[src/rtl/stage_decode_if.sv]
// Bundle between stage_decode and its neighbours: the fetched instruction and
// pipeline control coming in, the decoded instruction and hazard flag going out.
// The master side drives the fetch/control inputs; the slave side is the decoder.
interface stage_decode_if;
  logic [31:0] instr_addr_in;
  logic [31:0] instr_in;
  logic        flush;
  logic        stall;
  logic [4:0]  ex_rd;
  logic        ex_mem_read;

  logic        hazard_stall;
  logic        valid_out;
  logic [31:0] pc_out;
  logic [4:0]  rs1_addr;
  logic [4:0]  rs2_addr;
  logic [4:0]  rd_addr;
  logic [31:0] imm;
  logic [3:0]  alu_op;
  logic        alu_src_imm;
  logic        alu_src_pc;
  logic        reg_write;
  logic        mem_read;
  logic        mem_write;
  logic        jump;
  logic        branch_en;
  logic [2:0]  branch_type;
  logic        illegal;

  modport master (
    output instr_addr_in, instr_in, flush, stall, ex_rd, ex_mem_read,
    input  hazard_stall, valid_out, pc_out, rs1_addr, rs2_addr, rd_addr, imm,
           alu_op, alu_src_imm, alu_src_pc, reg_write, mem_read, mem_write,
           jump, branch_en, branch_type, illegal
  );

  modport slave (
    input  instr_addr_in, instr_in, flush, stall, ex_rd, ex_mem_read,
    output hazard_stall, valid_out, pc_out, rs1_addr, rs2_addr, rd_addr, imm,
           alu_op, alu_src_imm, alu_src_pc, reg_write, mem_read, mem_write,
           jump, branch_en, branch_type, illegal
  );
endinterface

[src/rtl/stage_decode.sv]
// RV32I decode stage: IF/ID pipeline register, instruction decode, immediate
// generation and load-use hazard detection against the instruction in execute.
// Decode works only from the registered instruction, so a bubble or a held
// instruction is decoded consistently regardless of what fetch presents.
module stage_decode #(
  parameter logic [31:0] RESET_PC = 32'h0000_0000
) (
  input  logic          clk,
  input  logic          rst,
  stage_decode_if.slave bus
);

  localparam logic [31:0] NOP        = 32'h0000_0013;
  localparam logic [6:0]  OPC_OP     = 7'b0110011;
  localparam logic [6:0]  OPC_OP_IMM = 7'b0010011;
  localparam logic [6:0]  OPC_LOAD   = 7'b0000011;
  localparam logic [6:0]  OPC_STORE  = 7'b0100011;
  localparam logic [6:0]  OPC_BRANCH = 7'b1100011;
  localparam logic [6:0]  OPC_JAL    = 7'b1101111;
  localparam logic [6:0]  OPC_JALR   = 7'b1100111;
  localparam logic [6:0]  OPC_LUI    = 7'b0110111;
  localparam logic [6:0]  OPC_AUIPC  = 7'b0010111;

  // IF/ID register
  logic        if_v_r;
  logic [31:0] if_pc_r;
  logic [31:0] if_ir_r;

  // Decoded fields and raw (ungated) controls
  logic [6:0]  opcode_s;
  logic [2:0]  funct3_s;
  logic [31:0] imm_i_s;
  logic [31:0] imm_s_s;
  logic [31:0] imm_b_s;
  logic [31:0] imm_u_s;
  logic [31:0] imm_j_s;
  logic [31:0] imm_sel_s;
  logic [3:0]  alu_op_s;
  logic        src_imm_s;
  logic        src_pc_s;
  logic        reg_write_s;
  logic        mem_read_s;
  logic        mem_write_s;
  logic        jump_s;
  logic        branch_s;
  logic        illegal_s;
  logic        use_rs1_s;
  logic        use_rs2_s;
  logic        rs1_zero_s;
  logic        hazard_s;
  logic        valid_s;

  assign opcode_s = if_ir_r[6:0];
  assign funct3_s = if_ir_r[14:12];

  assign imm_i_s = {{20{if_ir_r[31]}}, if_ir_r[31:20]};
  assign imm_s_s = {{20{if_ir_r[31]}}, if_ir_r[31:25], if_ir_r[11:7]};
  assign imm_b_s = {{19{if_ir_r[31]}}, if_ir_r[31], if_ir_r[7], if_ir_r[30:25],
                    if_ir_r[11:8], 1'b0};
  assign imm_u_s = {if_ir_r[31:12], 12'h000};
  assign imm_j_s = {{11{if_ir_r[31]}}, if_ir_r[31], if_ir_r[19:12], if_ir_r[20],
                    if_ir_r[30:21], 1'b0};

  // Per-opcode control decode of the registered instruction
  always_comb begin
    imm_sel_s   = 32'h0000_0000;
    alu_op_s    = 4'b0000;
    src_imm_s   = 1'b0;
    src_pc_s    = 1'b0;
    reg_write_s = 1'b0;
    mem_read_s  = 1'b0;
    mem_write_s = 1'b0;
    jump_s      = 1'b0;
    branch_s    = 1'b0;
    illegal_s   = 1'b0;
    use_rs1_s   = 1'b1;
    use_rs2_s   = 1'b0;
    rs1_zero_s  = 1'b0;
    case (opcode_s)
      OPC_OP: begin
        reg_write_s = 1'b1;
        alu_op_s    = {if_ir_r[30], funct3_s};
        use_rs2_s   = 1'b1;
      end
      OPC_OP_IMM: begin
        reg_write_s = 1'b1;
        src_imm_s   = 1'b1;
        imm_sel_s   = imm_i_s;
        // Only shifts use bit 30 to pick SRAI over SRLI; elsewhere it is immediate data
        if (funct3_s == 3'b101) begin
          alu_op_s = {if_ir_r[30], funct3_s};
        end else begin
          alu_op_s = {1'b0, funct3_s};
        end
      end
      OPC_LOAD: begin
        reg_write_s = 1'b1;
        mem_read_s  = 1'b1;
        src_imm_s   = 1'b1;
        imm_sel_s   = imm_i_s;
      end
      OPC_STORE: begin
        mem_write_s = 1'b1;
        src_imm_s   = 1'b1;
        imm_sel_s   = imm_s_s;
        use_rs2_s   = 1'b1;
      end
      OPC_BRANCH: begin
        branch_s  = 1'b1;
        imm_sel_s = imm_b_s;
        use_rs2_s = 1'b1;
      end
      OPC_JAL: begin
        reg_write_s = 1'b1;
        jump_s      = 1'b1;
        src_pc_s    = 1'b1;
        imm_sel_s   = imm_j_s;
        use_rs1_s   = 1'b0;
      end
      OPC_JALR: begin
        reg_write_s = 1'b1;
        jump_s      = 1'b1;
        src_imm_s   = 1'b1;
        imm_sel_s   = imm_i_s;
      end
      OPC_LUI: begin
        reg_write_s = 1'b1;
        src_imm_s   = 1'b1;
        imm_sel_s   = imm_u_s;
        use_rs1_s   = 1'b0;
        rs1_zero_s  = 1'b1;
      end
      OPC_AUIPC: begin
        reg_write_s = 1'b1;
        src_pc_s    = 1'b1;
        src_imm_s   = 1'b1;
        imm_sel_s   = imm_u_s;
        use_rs1_s   = 1'b0;
      end
      default: begin
        illegal_s = 1'b1;
      end
    endcase
  end

  // Load-use hazard: the load in execute writes a register this instruction reads
  assign hazard_s = if_v_r & bus.ex_mem_read & (bus.ex_rd != 5'd0) &
                    ((use_rs1_s & (bus.ex_rd == if_ir_r[19:15])) |
                     (use_rs2_s & (bus.ex_rd == if_ir_r[24:20])));
  assign valid_s  = if_v_r & ~hazard_s;

  // IF/ID register update: reset, then flush, then hold on any stall, else load
  always_ff @(posedge clk or posedge rst) begin
    if (rst) begin
      if_v_r  <= 1'b0;
      if_pc_r <= RESET_PC;
      if_ir_r <= NOP;
    end else if (bus.flush) begin
      if_v_r  <= 1'b0;
      if_pc_r <= if_pc_r;
      if_ir_r <= NOP;
    end else if (bus.stall | hazard_s) begin
      if_v_r  <= if_v_r;
      if_pc_r <= if_pc_r;
      if_ir_r <= if_ir_r;
    end else begin
      if_v_r  <= 1'b1;
      if_pc_r <= bus.instr_addr_in;
      if_ir_r <= bus.instr_in;
    end
  end

  // Field outputs follow the register; every control is suppressed for a bubble
  assign bus.hazard_stall = hazard_s;
  assign bus.valid_out    = valid_s;
  assign bus.pc_out       = if_pc_r;
  assign bus.rs1_addr     = rs1_zero_s ? 5'd0 : if_ir_r[19:15];
  assign bus.rs2_addr     = if_ir_r[24:20];
  assign bus.rd_addr      = if_ir_r[11:7];
  assign bus.imm          = imm_sel_s;
  assign bus.alu_op       = valid_s ? alu_op_s : 4'b0000;
  assign bus.alu_src_imm  = valid_s & src_imm_s;
  assign bus.alu_src_pc   = valid_s & src_pc_s;
  assign bus.reg_write    = valid_s & reg_write_s;
  assign bus.mem_read     = valid_s & mem_read_s;
  assign bus.mem_write    = valid_s & mem_write_s;
  assign bus.jump         = valid_s & jump_s;
  assign bus.branch_en    = valid_s & branch_s;
  assign bus.branch_type  = (valid_s & branch_s) ? funct3_s : 3'b000;
  assign bus.illegal      = valid_s & illegal_s;

endmodule

[src/flat_wrapper.sv]
// flat-port wrapper written by rule: the top's interface ports become plain ports
module stage_decode_flat 
#(
  parameter logic [31:0] RESET_PC = 32'h0000_0000
)
  (clk, rst, bus_instr_addr_in, bus_instr_in, bus_flush, bus_stall, bus_ex_rd, bus_ex_mem_read, bus_hazard_stall, bus_valid_out, bus_pc_out, bus_rs1_addr, bus_rs2_addr, bus_rd_addr, bus_imm, bus_alu_op, bus_alu_src_imm, bus_alu_src_pc, bus_reg_write, bus_mem_read, bus_mem_write, bus_jump, bus_branch_en, bus_branch_type, bus_illegal);
  stage_decode_if bus_i ();
  input  logic clk;
  input  logic rst;
  input wire logic [$bits(bus_i.instr_addr_in)-1:0] bus_instr_addr_in;
  input wire logic [$bits(bus_i.instr_in)-1:0] bus_instr_in;
  input wire logic [$bits(bus_i.flush)-1:0] bus_flush;
  input wire logic [$bits(bus_i.stall)-1:0] bus_stall;
  input wire logic [$bits(bus_i.ex_rd)-1:0] bus_ex_rd;
  input wire logic [$bits(bus_i.ex_mem_read)-1:0] bus_ex_mem_read;
  output wire logic [$bits(bus_i.hazard_stall)-1:0] bus_hazard_stall;
  output wire logic [$bits(bus_i.valid_out)-1:0] bus_valid_out;
  output wire logic [$bits(bus_i.pc_out)-1:0] bus_pc_out;
  output wire logic [$bits(bus_i.rs1_addr)-1:0] bus_rs1_addr;
  output wire logic [$bits(bus_i.rs2_addr)-1:0] bus_rs2_addr;
  output wire logic [$bits(bus_i.rd_addr)-1:0] bus_rd_addr;
  output wire logic [$bits(bus_i.imm)-1:0] bus_imm;
  output wire logic [$bits(bus_i.alu_op)-1:0] bus_alu_op;
  output wire logic [$bits(bus_i.alu_src_imm)-1:0] bus_alu_src_imm;
  output wire logic [$bits(bus_i.alu_src_pc)-1:0] bus_alu_src_pc;
  output wire logic [$bits(bus_i.reg_write)-1:0] bus_reg_write;
  output wire logic [$bits(bus_i.mem_read)-1:0] bus_mem_read;
  output wire logic [$bits(bus_i.mem_write)-1:0] bus_mem_write;
  output wire logic [$bits(bus_i.jump)-1:0] bus_jump;
  output wire logic [$bits(bus_i.branch_en)-1:0] bus_branch_en;
  output wire logic [$bits(bus_i.branch_type)-1:0] bus_branch_type;
  output wire logic [$bits(bus_i.illegal)-1:0] bus_illegal;
  assign bus_i.instr_addr_in = bus_instr_addr_in;
  assign bus_i.instr_in = bus_instr_in;
  assign bus_i.flush = bus_flush;
  assign bus_i.stall = bus_stall;
  assign bus_i.ex_rd = bus_ex_rd;
  assign bus_i.ex_mem_read = bus_ex_mem_read;
  assign bus_hazard_stall = bus_i.hazard_stall;
  assign bus_valid_out = bus_i.valid_out;
  assign bus_pc_out = bus_i.pc_out;
  assign bus_rs1_addr = bus_i.rs1_addr;
  assign bus_rs2_addr = bus_i.rs2_addr;
  assign bus_rd_addr = bus_i.rd_addr;
  assign bus_imm = bus_i.imm;
  assign bus_alu_op = bus_i.alu_op;
  assign bus_alu_src_imm = bus_i.alu_src_imm;
  assign bus_alu_src_pc = bus_i.alu_src_pc;
  assign bus_reg_write = bus_i.reg_write;
  assign bus_mem_read = bus_i.mem_read;
  assign bus_mem_write = bus_i.mem_write;
  assign bus_jump = bus_i.jump;
  assign bus_branch_en = bus_i.branch_en;
  assign bus_branch_type = bus_i.branch_type;
  assign bus_illegal = bus_i.illegal;
  stage_decode #(.RESET_PC(RESET_PC)) u_core (.clk(clk), .rst(rst), .bus(bus_i));
endmodule
[config.mk]
export PLATFORM = sky130hd
export DESIGN_NAME = stage_decode_flat
export DESIGN_NICKNAME = d
export VERILOG_FILES = /design/src/rtl/stage_decode_if.sv /design/src/rtl/stage_decode.sv /design/src/flat_wrapper.sv
export SDC_FILE = /design/constraint.sdc
export NUM_CORES = 1
export LEC_CHECK = 0
export ABC_AREA = 1
export BUFFER_PORTS_ARGS = -buffer_cell sky130_fd_sc_hd__buf_2
export CAP_MARGIN = 0
export CORE_ASPECT_RATIO = 1.1
export CORE_MARGIN = 1.5
export CORE_UTILIZATION = 37
export DETAILED_ROUTE_END_ITERATION = 16
export PLACE_DENSITY = 0.66
export SETUP_SLACK_MARGIN = 0.05
export SLEW_MARGIN = 20
export SYNTH_ARGS = -nofsm -noshare
export SYNTH_HDL_FRONTEND = slang
export SYNTH_SLANG_ARGS = --single-unit
[constraint.sdc]
create_clock -name clk -period 2.3 [get_ports clk]
set_input_delay 0.345 -clock clk [delete_from_list [all_inputs] [get_ports clk]]
set_output_delay 0.345 -clock clk [all_outputs]
set_load 0.03 [all_outputs]
After elaboration in Yosys (flattened, before gate mapping)
Index checks and enable logic that the tools add are counted. W data, S select, Z words.

Register bits after elaboration: 65. Output and inout port bits: 96. Input port bits: 74. Word-level logic and storage cells: 67.

Mux-type cells: 21. Reductions and logical operators: 11. Equal/unequal tests: 13. Bitwise operators: 19.

Operators by type and width (number): $pmux W32 S5 (1); $mux W32 (2); $eq A7 B6 Y1 const B (3); $eq A7 B7 Y1 const B (3); $and A1 B1 Y1 (14); $eq A7 B5 Y1 const B (2); $mux W1 (13); $eq A5 B5 Y1 (2); $reduce_or A3 Y1 (3); $reduce_or A9 Y1 (1); $mux W4 (2); $pmux W4 S2 (1); $eq A7 B2 Y1 const B (1); $reduce_or A7 Y1 (1); $reduce_or A2 Y1 (3); $reduce_or A6 Y1 (1); $mux W5 (1); $reduce_bool A5 Y1 (1); $eq A3 B3 Y1 const B (1); $mux W3 (1); $not A1 Y1 (3); $ne A2 B2 Y1 const B (1); $or A1 B1 Y1 (2); $reduce_and A2 Y1 (1).

Depth between registers and ports, before layout
Depth in word-level cells: 10. Mapped depth: 14.

Worst setup path after synthesis
Ideal clock, no wire load.

Path kind: reg2out. From: register u_core.if_ir_r[4]. To: output port bus_branch_type[0]. Stages on the path, launching flop included: 12. Path buffers: 1. Data arrival time: 2.006 ns. Required time: 1.955 ns. Path slack: -0.051 ns. Cells stage by stage: dfstp_2 > inv_1 > nor2_1 > nand3_1 > nand2_1 > inv_2 > nand3_2 > nand2_1 > nand2_2 > buf_6 > nand2_4 > nor3_1.

Longest elaborated chain between the ends: 10. Elaborated cells on any way between the ends: 19. Those cells by class: eq/ne: 6; mux: 4; bitwise: 7; reduce/logical: 2.

RTL lines: start, declared (RTL line stage_decode.sv:27) `logic [31:0] if_ir_r;`; start signal, assigned (RTL line stage_decode.sv:165) `if_ir_r <= if_ir_r;`; start signal, assigned (RTL line stage_decode.sv:169) `if_ir_r <= bus.instr_in;`; $eq A7 B7 Y1 (tied with other cells) (RTL line stage_decode.sv:79) `case (opcode_s)`; $reduce_or A3 Y1 (no line); $mux W1 (RTL line stage_decode.sv:79); $and A1 B1 Y1, on equally long branches (RTL line stage_decode.sv:148, stage_decode.sv:149); $or A1 B1 Y1 (RTL line stage_decode.sv:148) `((use_rs1_s & (bus.ex_rd == if_ir_r[19:15])) |`; $and A1 B1 Y1 (RTL line stage_decode.sv:147) `assign hazard_s = if_v_r & bus.ex_mem_read & (bus.ex_rd != 5'd0) &`; $not A1 Y1 (RTL line stage_decode.sv:150) `assign valid_s = if_v_r & ~hazard_s;`; $and A1 B1 Y1 (RTL line stage_decode.sv:150); $and A1 B1 Y1 (*) (RTL line stage_decode.sv:189) `assign bus.branch_type = (valid_s & branch_s) ? funct3_s : 3'b000;`; $mux W3 (*) (RTL line stage_decode.sv:189); end, declared (RTL line flat_wrapper.sv:31) `output wire logic [$bits(bus_i.branch_type)-1:0] bus_branch_type;`.

Every way passes the cells marked *; elsewhere a longest branch is shown, timed or not.

Worst setup path in the final report
From: register u_core.if_ir_r[0]. To: output port bus_imm[13].

Longest elaborated chain between the ends: 3. Elaborated cells on any way between the ends: 11. Those cells by class: eq/ne: 8; mux: 1; reduce/logical: 2.

RTL lines: $eq A7 B2 Y1 (tied with other cells) (RTL line stage_decode.sv:79); $reduce_or A3 Y1 (no line) / $reduce_or A2 Y1 (equally long branches); $pmux W32 S5 (*) (RTL line stage_decode.sv:79); end, declared (RTL line flat_wrapper.sv:22) `output wire logic [$bits(bus_i.imm)-1:0] bus_imm;`.

Marked as above.

==> impl_results.md <==
* CTS clock-pin slew for the worst setup and hold paths at 0.07 ns
* Syn. warnings at 0
* RSZ-0062 raised after global routing: yes
* Cells after synthesis at 477
* Final wirelength at 13370 µm
* Mapped cell area at 3685 µm²
* Final Net Count at 731
* Crit-path max cell delay at 0.56 ns
* Clk root buf: clkbuf_8
* CP startpoint: u_core.if_ir_r[0]$_DFFE_PP1P_
* Fmax at 410.9 MHz
* Length in cells of the worst reg-to-reg path at 15
* Pleak at 0.002992 µW
* Layout cells sized above 1 at 45.17%
* Slew HR at 57.79%
* Dpl cell area at 4557 µm²
* Total track usage at 24.06%
* Drt pass-1 iters at 4
* Final hold violations at 0
* Diodes inserted at 0
* Port Buf Inserts at 169
* CTS buffer count at 9
* DR vias/cell at 5.288
* Count of different cell masters after synthesis at 30
* Failing checks: setup timing
* Critical path endpoint category: output pin
* Seq/Total Area, Yosys at 44.24%
* Worst reg2reg setup slack at 0.16 ns
* Cell mode on critical path: buf_4
* H-tree depth at 3
* Core area at 9794 µm²
* Fill cell count at 925
* CP Max Fanout at 8
* Tcrit/Tclk final at 105.8%
* Routability cong. at 0.8896
* Worst setup margin at -0.1338 ns
* Setup WS pre-CTS at -0.02010 ns
* Detailed-route DRC error count at 0
* Final ANT Viol Nets at 0
* Leading area contributor after synthesis: dfrtp_1
* Setup crit start kind: register
* Rows at 38
* Post-CTS Hold Buffers at 0
* P per Cell Area at 564.4 nW/µm²
* Data arrival, critical path at 2.09 ns
* CP delay by family, top: buffers and inverters
* Grt ovf at 0
* Fin. max-slew vios at 0
* Slew of the pin with the lowest slew margin at 0.6323 ns
* Max-cap violations at 0
* Worst path bufs/invs at 5
* Starting Density at 37.62%
* CP Cell Sequence: nand2_4 -> nor2_4 -> buf_4 -> inv_2 -> nor2_4 -> buf_6 -> o21ai_0 -> buf_4 -> o21ai_0 -> buf_4
* Setup CP Type: reg -> out
* FF+latch count, synth at 65
* Multi-input gate area at 1921 µm²
* Mapped Nets at 551
* RR Startpoint: u_core.if_ir_r[0]$_DFFE_PP1P_
* Detailed placement HPWL at 8230 µm
* Top post-synthesis cells by area: dfrtp_1, nand2_1, nand4_1, nand3_1, inv_1
* Inst Count DP at 736
* Total number of clock tree sinks at 65
* Final cell count without fillers at 782
* Worst VDD drop at 0.3553 mV
* Outcome: finished with violations
* Full die area at 10570 µm²
* Initial antenna violation count at 2
* Setup Viol. Count Final at 38
* Vias in the first global route at 3997
* Clock buffer depth at 2
* Top cell type's share of synthesized area at 42.11%
* Initial DRC Count at 227
* Clock Skews at 0.007332 ns
* CTS tree: yes
* Avg Cell Area, Syn at 7.725 µm²
* Die X at 98.15 µm
* Die Ht at 107.7 µm
* Pin count of the biggest net entering global routing at 44
* Post-layout min period at 2.434 ns
* Ports at 170
* Worst endpoint required time at 1.96 ns
* Sum Neg Setup Slack at -2.213 ns
* Routed len/inst at 17.10 µm
* First-pass GRT wire length at 19950 µm
* Sequential cell area at 1632 µm²
* Via count at 4135
* Reg-to-reg endpoint: u_core.if_ir_r[0]$_DFFE_PP1P_
* Worst-Skew Late Latency at 0.34 ns
* Min-Delay Path Class: in -> async
* Area growth syn-to-layout at 50.08%
* Final Instance Area at 5530 µm²
* Crit path max-delay cell type: dfstp_2
[through the flow]
| stage | power [µW] | utilization [%] | hold slack [ns] |
|---|---|---|---|
| after global routing | 3288 | 56.46 | 0.07333 |
| final | 3121 | 56.46 | 0.03953 |
| after detailed placement | 2117 | 46.53 | 0.4153 |
| after CTS | 3080 | 53.47 | 0.04722 |
| after global placement | 2105 | 46.53 | 0.3982 |
| after floorplan | 1857 | - | 0.4114 |
[where the power goes]
group | switching (µW) | internal (µW) | total, µW
Combinational | 595 | 321 | 916
Sequential | 84.6 | 1250 | 1340
Clock | 422 | 446 | 867
[Yosys cell counts (all sizes together)]
library cell	n
nand4	62
nand2	134
nand3	43
dfstp	3
xnor2	6
o21ai	15
a21oi	3
nor2	34
o2111ai	1
nor3	11
dfrtp	62
buf	24
xor2	1
o211ai	10
and3	1
inv	42
clkbuf	20
or2	3
a22o	2
[cell type report]
class,count,share of cell area [%]
flip-flops and latches,65,29.50
repair inverters,1,0.1357
multi-input cells,329,34.73
well taps,120,2.715
inverters,42,2.986
clock buffers,13,2.873
repair buffers,209,26.79
clock inverters,3,0.2715
[layer usage]
layer	GRT usage [%]	vias up	share of wire [%]
li1	-	1957	-
met5	0	-	0.13
met3	6.364	30	7.5
met1	29.45	1960	40
met4	10.66	4	2.8
met2	39.95	184	50
[state kept, by name, summed over array words and instances, names as in the netlist]
name and cells:
u_core.if_ir_r 32, u_core.bus.pc_out 32, u_core.if_v_r 1
[layout by cell type, fill, tap and decap left out, types with 7 or more instances in the layout]
| master | Yosys | layout |
|---|---|---|
| nand2_1 | 130 | 121 |
| nor3_2 | 3 | 7 |
| nor2_4 | 1 | 7 |
| nand3_1 | 41 | 35 |
| dfrtp_1 | 62 | 61 |
| inv_2 | 3 | 10 |
| buf_2 | 3 | 120 |
| nand3_2 | 1 | 7 |
| clkbuf_8 | 0 | 11 |
| buf_6 | 5 | 26 |
| o211ai_1 | 10 | 10 |
| nor2_1 | 31 | 20 |
| nor2_2 | 2 | 7 |
| nand4_1 | 62 | 62 |
| buf_4 | 16 | 56 |
| inv_1 | 39 | 30 |
[logic make-up (layout without fill, tap and decap cells)]
kind of cell	after synthesis	in the layout	share of synthesized area (%)
flip-flops	65	65	44.24
XOR/XNOR	7	7	1.664
buffers and inverters	86	268	11.51
AND/OR/NAND/NOR	288	291	37.28
AO/OA/AOI/OAI	31	31	5.297
[worst max-delay path by stage]
stage                                  endpoint  slack, ns  cells past startpoint
2_1_floorplan                bus_branch_type[0]      -0.05                     11
3_3_place_gp      u_core.if_ir_r[4]$_DFFE_PP1P_       0.04                     13
3_5_place_dp   u_core.bus.pc_out[2]$_DFFE_PP0P_      -0.02                     12
4_1_cts                           bus_reg_write      -0.05                     10
5_1_grt                             bus_imm[13]      -0.24                     10
6_report                            bus_imm[13]      -0.13                     10
[timing repair]
action / in CTS / in global routing
resized for setup: 103 / 56
buffers inserted: 18 / 3
setup endpoints to repair: 84 / 111
pin swaps: 4 / 16
gates cloned: 4 / 6
(Power assumes the default switching activity.)
